**src/rtl/vga_timing_pkg.sv**
```systemverilog
// 640x480@60 Hz raster constants, renderer colour palette and a window-compare helper.
// Pure declarations: no latency, no flow control.
package vga_timing_pkg;

  localparam int unsigned CLK_DIV     = 4;
  localparam int unsigned H_TOTAL     = 800;
  localparam int unsigned H_SYNC      = 96;
  localparam int unsigned H_ACT_START = 144;
  localparam int unsigned H_ACT_END   = 783;
  localparam int unsigned V_TOTAL     = 525;
  localparam int unsigned V_SYNC      = 2;
  localparam int unsigned V_ACT_START = 35;
  localparam int unsigned V_ACT_END   = 514;

  localparam logic [11:0] BLACK   = 12'h000;
  localparam logic [11:0] WHITE   = 12'hFFF;
  localparam logic [11:0] RED     = 12'hF00;
  localparam logic [11:0] GREEN   = 12'h0F0;
  localparam logic [11:0] BLUE    = 12'h00F;
  localparam logic [11:0] YELLOW  = 12'hFF0;
  localparam logic [11:0] CYAN    = 12'h0FF;
  localparam logic [11:0] MAGENTA = 12'hF0F;

  // Inclusive range test on a 10-bit scan coordinate.
  function automatic logic in_span(input logic [9:0] val, input int unsigned lo,
                                   input int unsigned hi);
    return (32'(val) >= lo) && (32'(val) <= hi);
  endfunction

endpackage

```
**src/rtl/vga_pix_div.sv**
```systemverilog
// Pixel-rate divider: pix_en pulses one clk in every CLK_DIV, registered, the cycle after phase wraps.
// Latency: first pulse CLK_DIV cycles after reset release; free-running, no backpressure.
module vga_pix_div #(
  parameter int unsigned CLK_DIV = 4
) (
  input  logic clk,
  input  logic rst,
  output logic pix_en
);

  localparam logic [1:0] PHASE_LAST = 2'(CLK_DIV - 1);

  logic [1:0] phase;

  always_ff @(posedge clk or posedge rst) begin
    if (rst) begin
      phase  <= 2'd0;
      pix_en <= 1'b0;
    end else begin
      pix_en <= (phase == PHASE_LAST);
      phase  <= (phase == PHASE_LAST) ? 2'd0 : phase + 2'd1;
    end
  end

endmodule

```
**src/rtl/vga_scan_controller.sv**
```systemverilog
// VGA raster generator: scan counters, visible-window flag, frame strobe and aligned sync/colour pins.
// Latency: pins trail the scan position by one pixel; free-running, no backpressure.
module vga_scan_controller
  import vga_timing_pkg::*;
#(
  parameter int unsigned CLK_DIV     = vga_timing_pkg::CLK_DIV,
  parameter int unsigned H_TOTAL     = vga_timing_pkg::H_TOTAL,
  parameter int unsigned H_SYNC      = vga_timing_pkg::H_SYNC,
  parameter int unsigned H_ACT_START = vga_timing_pkg::H_ACT_START,
  parameter int unsigned H_ACT_END   = vga_timing_pkg::H_ACT_END,
  parameter int unsigned V_TOTAL     = vga_timing_pkg::V_TOTAL,
  parameter int unsigned V_SYNC      = vga_timing_pkg::V_SYNC,
  parameter int unsigned V_ACT_START = vga_timing_pkg::V_ACT_START,
  parameter int unsigned V_ACT_END   = vga_timing_pkg::V_ACT_END
) (
  input  logic        clk,
  input  logic        rst,
  input  logic [11:0] rgb,
  output logic [9:0]  hCount,
  output logic [9:0]  vCount,
  output logic        bright,
  output logic        pix_en,
  output logic        frame_tick,
  output logic        hSync,
  output logic        vSync,
  output logic [3:0]  vgaR,
  output logic [3:0]  vgaG,
  output logic [3:0]  vgaB
);

  localparam logic [9:0] H_LAST     = 10'(H_TOTAL - 1);
  localparam logic [9:0] V_LAST     = 10'(V_TOTAL - 1);
  localparam logic [9:0] V_TICK_ROW = 10'(V_ACT_END + 1);

  logic [9:0] h_next;
  logic [9:0] v_next;
  logic       bright_next;
  logic       tick_arm;

  vga_pix_div #(.CLK_DIV(CLK_DIV)) u_pix_div (
    .clk    (clk),
    .rst    (rst),
    .pix_en (pix_en)
  );

  always_comb begin
    h_next = hCount + 10'd1;
    v_next = vCount;
    if (hCount == H_LAST) begin
      h_next = 10'd0;
      v_next = (vCount == V_LAST) ? 10'd0 : vCount + 10'd1;
    end
    bright_next = in_span(h_next, H_ACT_START, H_ACT_END) &&
                  in_span(v_next, V_ACT_START, V_ACT_END);
  end

  // tick_arm marks the pixel edge entering the first blanking row; frame_tick follows one clk later.
  always_ff @(posedge clk or posedge rst) begin
    if (rst) begin
      hCount     <= 10'd0;
      vCount     <= 10'd0;
      bright     <= 1'b0;
      tick_arm   <= 1'b0;
      frame_tick <= 1'b0;
      hSync      <= 1'b1;
      vSync      <= 1'b1;
      vgaR       <= 4'd0;
      vgaG       <= 4'd0;
      vgaB       <= 4'd0;
    end else begin
      tick_arm   <= pix_en && (h_next == 10'd0) && (v_next == V_TICK_ROW);
      frame_tick <= tick_arm;
      if (pix_en) begin
        hCount <= h_next;
        vCount <= v_next;
        bright <= bright_next;
        // Pins use the pre-update position so sync and colour stay on the same pixel.
        hSync  <= (32'(hCount) >= H_SYNC);
        vSync  <= (32'(vCount) >= V_SYNC);
        vgaR   <= bright ? rgb[11:8] : 4'd0;
        vgaG   <= bright ? rgb[7:4]  : 4'd0;
        vgaB   <= bright ? rgb[3:0]  : 4'd0;
      end
    end
  end

endmodule

```
**config.mk**
```make
export PLATFORM = sky130hd
export DESIGN_NAME = vga_scan_controller
export DESIGN_NICKNAME = d
export VERILOG_FILES = /design/src/rtl/vga_timing_pkg.sv /design/src/rtl/vga_pix_div.sv /design/src/rtl/vga_scan_controller.sv
export SDC_FILE = /design/constraint.sdc
export NUM_CORES = 1
export LEC_CHECK = 0
export CAP_MARGIN = 20
export CORE_MARGIN = 2
export CORE_UTILIZATION = 55
export CTS_BUF_LIST = sky130_fd_sc_hd__clkbuf_4 sky130_fd_sc_hd__clkbuf_8 sky130_fd_sc_hd__clkbuf_16
export CTS_CLUSTER_DIAMETER = 60
export DETAILED_ROUTE_END_ITERATION = 10
export PLACE_DENSITY = 0.86
export SYNTH_ARGS = -nofsm -noshare
export SYNTH_HDL_FRONTEND = slang
export SYNTH_SLANG_ARGS = --single-unit
```
**constraint.sdc**
```tcl
create_clock -name clk -period 3.27 [get_ports clk]
set_clock_uncertainty 0.1 [all_clocks]
set_input_delay 0.654 -clock clk [delete_from_list [all_inputs] [get_ports clk]]
set_output_delay 0.654 -clock clk [all_outputs]
set_load 0.02 [all_outputs]
```
==> metrics.cfg, run 1 <==
[outcome]
run_status = complete, no violations

[setup_path]
cp-end-kind = flop
setup.worst_path.start_class = flop
critPathArrivalTime_ns = 2.49
critPathKind = reg -> reg
crit_required_ns = 3.35
path_max_fanout = 13

[cts]
cts_tree = yes
clkLatencyLatePin_ns = 0.30
clockBufferDepth = 2
post_cts_resized = 0
cts_hold_buf = 0
clock-root-buffer = clkbuf_8
cts_num_sinks = 40
cts.clk_slew.worst_paths_ns = 0.08
post-cts-setup-buffers = 0
h-tree-depth = 2
numCtsBuffers = 5

[detailed_routing]
antenna_left = 0
avgViaCountPerCell = 5.92
drc = 0
wirelength_mm = 5.35
wl_met1_mm = 2.36
wl_met3_um = 516
route.detailed.wl_per_inst_um = 15.1
first_pass_iters = 5
maxUsedRoutingLayer = met4
route.met2.wl_mm = 2.38
vias = 2094
drt-initial-drc-count = 163

[pwr]
powerDensity_nw_per_um2 = 315
vdd_ir_drop_max_mv = 0.186
p_leak_nw = 1.18

[floorplan]
initial_core_util_pct = 58.2
std_cell_rows = 23
dieArea_um2 = 4830
core_area_um2 = 4060
die_y_um = 69.5
boundaryPins = 51
die_width_um = 69.5

[global_routing]
grt_util_all_layers_pct = 23.1
grt_pass1_vias = 1930
grt_pass1_wl_mm = 8.96
grt_max_degree = 41
antenna_found_initial = 0
grt_overflow = 0

[timing]
rsz0062_at_grt = false
tightest_slew_ns = 0.518
slew_headroom_pct = 65.5
finalMaxSlewViolations = 0
min_period_over_period_pct = 73.7
setup_ws_ns = 0.861
setup_viol = 0
tns_ns = 0
hold_violations = 0
fmax_mhz = 415
whs_ns = 0.267
fin_crit_ns = 2.41

[logic_synthesis]
synth_async_sr_flop_share_pct = 100
synthCells = 262
syn_nets = 283
synth_edf_count = 0
postSynthAreaPerCell_um2 = 9.01
synth_cell_types = 53
synth-seq-cells = 40
seq_area_frac_synth_pct = 42.5
synth_top_cell_by_area = dfrtp_1
synth.most_common_cell = dfrtp_1
yosysWarnings = 0
ys.flop_type = dfrtp_1
syn_area_um2 = 2360
synth.area.top_cells = dfrtp_1 (40%), o21ai_0 (5.3%), nand2_1 (4.6%)
synthTopCellsByCount = dfrtp_1 (38), nand2_1 (29), o21ai_0 (25)
yosys.area.top_type_share_pct = 40.3

[min_path]
hold_class = reg -> reg

[finish]
fill_cells = 319
diodes = 0
syn_to_final_growth_pct = 24.6
drive_above_1_share_pct = 7.89
nNetsFinal = 324

[job]
drv_cap = 0

[place]
dp_hpwl_mm = 3.63
post-place-ws_ns = 0.915
gp_congestion = 0.898
numPortBuffers = 50

[state kept, by name, summed over array words and instances (netlist names), 2 cells and up]
| name | count |
|---|---|
| vgaB | 4 |
| vgaG | 4 |
| u_pix_div.phase | 2 |
| vgaR | 4 |
| vCount | 10 |
| hCount | 10 |
[path summary, 6_finish.rpt]
check	start	to	slack [ns]	cells after the start
setup / recovery	hCount[1]	vCount[8]	0.86	6
hold / removal	tick_arm	frame_tick	0.27	0
setup reg to reg	hCount[1]	vCount[8]	0.86	6
hold reg to reg	tick_arm	frame_tick	0.27	0
max in group asynchronous	rst	hSync	2.01	3
min in group asynchronous	rst	vCount[9]	0.69	3
[critical path: stages (launching register included)]
cell and delay (ns):
dfrtp_1 0.43, ha_1 0.33, and4_4 0.33, and3_4 0.30, nand2_1 0.20, nor3_1 0.25, mux2_2 0.36
[cell type report]
type / count / area [um2] / area share [%]
Sequential cell: 40 / 1000 / 34.1
Multi-Input combinational cell: 184 / 1170 / 39.9
Clock inverter: 2 / 35.0 / 1.19
Clock buffer: 6 / 76.3 / 2.59
Timing Repair Buffer: 52 / 515 / 17.5
Tap cell: 50 / 62.6 / 2.13
Inverter: 20 / 75.1 / 2.55
[cell families after synthesis]
family | Yosys count | share of synthesized area (%)
xor gates and xnor gates | 9 | 3.34
adders and majority gates | 7 | 3.71
and+or+nand+nor | 101 | 23.7
buffers and inverters | 38 | 7.79
DFF | 40 | 42.5
AOI/OAI and AO/OA | 63 | 17.2
muxes | 4 | 1.80
[metrics by stage]
| stage | util [%] | instance area [um2] | total power [W] | std cells |
|---|---|---|---|---|
| floorplan | - | 2360 | 0.000511 | 262 |
| global placement | 69.8 | 2830 | 0.000530 | 346 |
| detailed placement | 69.8 | 2830 | 0.000530 | 346 |
| CTS | 72.5 | 2940 | 0.000939 | 354 |
| global route | 72.5 | 2940 | 0.000963 | 354 |
| finish | 72.5 | 2940 | 0.000928 | 354 |
[report_power, final]
part	switching (W)	total [W]	internal, W
clock	0.000173	0.000408	0.000235
sequential	0	0.000494	0.000494
combinational	0.0000115	0.0000259	0.0000144
total	0.000184	0.000928	0.000744
[metal layers]
metal  vias to the layer above  global-route usage (%)
li1                       1008                       -
met1                       941                    31.6
met2                       131                    35.9
met3                        14                    5.23
met4                         0                    8.50
met5                         -                       0
[cells in the final DEF (no fill, tap or decap), drive strengths merged, types with 4 or more instances in the layout]
| master | instances |
|---|---|
| clkdlybuf4s50 | 50 |
| clkbuf | 6 |
| a211oi | 4 |
| nand3 | 14 |
| and3 | 8 |
| nand4 | 7 |
| nand2 | 29 |
| and4 | 5 |
| xnor2 | 6 |
| nor3 | 6 |
| inv | 20 |
| o21ai | 26 |
| dfrtp | 38 |
| o211ai | 5 |
| a31oi | 5 |
| nor2 | 16 |
| a21oi | 7 |
| ha | 7 |
No activity file was read; power rests on OpenSTA's default activity.
==> run 2, diff against run 1 <==
--- a/config.mk
+++ b/config.mk
@@ -7,11 +7,11 @@
 export LEC_CHECK = 0
 export CAP_MARGIN = 20
 export CORE_MARGIN = 2
-export CORE_UTILIZATION = 55
+export CORE_UTILIZATION = 46
 export CTS_BUF_LIST = sky130_fd_sc_hd__clkbuf_4 sky130_fd_sc_hd__clkbuf_8 sky130_fd_sc_hd__clkbuf_16
 export CTS_CLUSTER_DIAMETER = 60
 export DETAILED_ROUTE_END_ITERATION = 10
-export PLACE_DENSITY = 0.86
+export PLACE_DENSITY = 0.76
 export SYNTH_ARGS = -nofsm -noshare
 export SYNTH_HDL_FRONTEND = slang
 export SYNTH_SLANG_ARGS = --single-unit
==> constraint.sdc (replaced) <==
create_clock -name clk -period 2 [get_ports clk]
set_clock_uncertainty 0.1 [all_clocks]
set_input_delay 0.4 -clock clk [delete_from_list [all_inputs] [get_ports clk]]
set_output_delay 0.4 -clock clk [all_outputs]
set_load 0.02 [all_outputs]
==> metrics.cfg, run 2 (synthesis results as in run 1) <==
[outcome]
run_status = complete, but fails checks
violations = negative setup slack

[detailed_routing]
avgViaCountPerCell = 5.57
vias = 2399
drc = 0
drt-initial-drc-count = 104
first_pass_iters = 4
antenna_left = 0
route.detailed.wl_per_inst_um = 15.3
wirelength_mm = 6.59

[floorplan]
die_width_um = 75.6
dieArea_um2 = 5720
initial_core_util_pct = 46.8
std_cell_rows = 26
die_y_um = 75.6
core_area_um2 = 5040
boundaryPins = 51

[timing]
rsz0062_at_grt = true
tightest_slew_ns = 0.411
setup_ws_ns = -0.127
hold_violations = 0
min_period_over_period_pct = 106
fmax_mhz = 470
slew_headroom_pct = 72.4
setup_viol = 4
whs_ns = 0.253
fin_crit_ns = 2.13
finalMaxSlewViolations = 0

[setup_path]
crit_path_start = hCount[6]
cp_slowest_stage_delay_ns = 0.43
cp_common_cell = buf_4
crit_required_ns = 2.10
critPathArrivalTime_ns = 2.23
worstSetupEndpoint = bright
path_cells = nor4b_4, buf_4, buf_4, and3_4, nand4_1, o211ai_1, a211oi_1, o32ai_1
cp-end-kind = flop
setup.worst_path.start_class = flop
path_max_fanout = 5
r2r_slack_ns = -0.13
reg2reg_depth = 8
cp_slowest_cell = dfrtp_1
reg2reg_to = bright
r2r-start = hCount[6]
critPathKind = reg -> reg

[finish]
top_regs = hCount: 10 flops, vCount: 10 flops
final_cell_mix = buf_4 (54), clkdlybuf4s50_1 (40), dfrtp_1 (29)
fin_area_um2 = 3580
syn_to_final_growth_pct = 51.6
mostFrequentLayoutCell = buf_4
drive_above_1_share_pct = 29.9
nNetsFinal = 381
post-route-util_pct = 71.0
diodes = 0
finalNonFillerCells = 431

[global_routing]
grt_util_all_layers_pct = 22.6
grt_pass1_wl_mm = 9.89
grt_pass1_vias = 2132
grt_max_degree = 41
grt_overflow = 0
antenna_found_initial = 0

[cts]
clockBufferDepth = 2
cts_tree = yes
cts.clk_slew.worst_paths_ns = 0.08
clock-root-buffer = clkbuf_8
clkLatencyLatePin_ns = 0.30
cts_num_sinks = 40
numCtsBuffers = 5
h-tree-depth = 2

[place]
dp_cells = 415
gp_congestion = 0.977
dpl-instance-area_um2 = 3270
dp_hpwl_mm = 4.44
numPortBuffers = 50

[min_path]
hold-path-cell-count = 0
hold_class = reg -> reg

[pwr]
p_leak_nw = 1.64
vdd_ir_drop_max_mv = 0.432
powerDensity_nw_per_um2 = 428
fin_total_pwr_w = 0.00153

[job]
drv_cap = 0

-- run 2: metal layers --
layer	global-route usage [%]	vias to the layer above	share of wire [%]
li1	-	1130	-
met1	30.7	1163	43
met2	36.5	87	48
met3	5.03	19	6.8
met4	6.24	0	2.0
met5	0	-	0
-- run 2: worst min-delay path by stage --
stage                     startpoint  slack, ns          to
after detailed placement    tick_arm       0.24  frame_tick
after global placement      tick_arm       0.24  frame_tick
final                       tick_arm       0.25  frame_tick
after floorplan             tick_arm       0.23  frame_tick
after CTS                   tick_arm       0.25  frame_tick
after global routing        tick_arm       0.26  frame_tick
-- run 2: cell type report --
| cell class | instances | area, um2 |
|---|---|---|
| fill | 374 | 1460 |
| multi-input combinational | 185 | 1310 |
| sequential | 40 | 1010 |
| timing repair buffer | 108 | 981 |
| tap | 70 | 87.6 |
| inverter | 20 | 75.1 |
| clock buffer | 5 | 68.8 |
| clock inverter | 3 | 46.3 |
-- run 2: worst max-delay path, delay by kind of cell, from the launching register on --
family	cells	cell delay (ns)
AOI/OAI and AO/OA	3	0.54
DFF	1	0.43
and+or+nand+nor	3	0.66
buffers and inverters	2	0.30
-- run 2: through the flow --
stage	setup TNS, ns	worst slack, ns
after floorplan	-0.631	-0.244
after global placement	-0.0498	-0.0442
after detailed placement	-0.147	-0.0932
after CTS	-0.0462	-0.0342
after global routing	-0.701	-0.237
final	-0.259	-0.127
-- run 2: what timing repair did --
item | 4_1_cts | 5_1_grt
setup buffers | 4 | 3
pin swaps | 4 | 8
hold buffers | 0 | 0
endpoints found under the setup margin | 7 | 18
resized for setup | 12 | 34
cloned | 1 | 0
-- run 2: power breakdown --
part,internal [W],switching [W]
registers,0.000808,0
clock network,0.000376,0.000300
logic,0.0000264,0.0000195
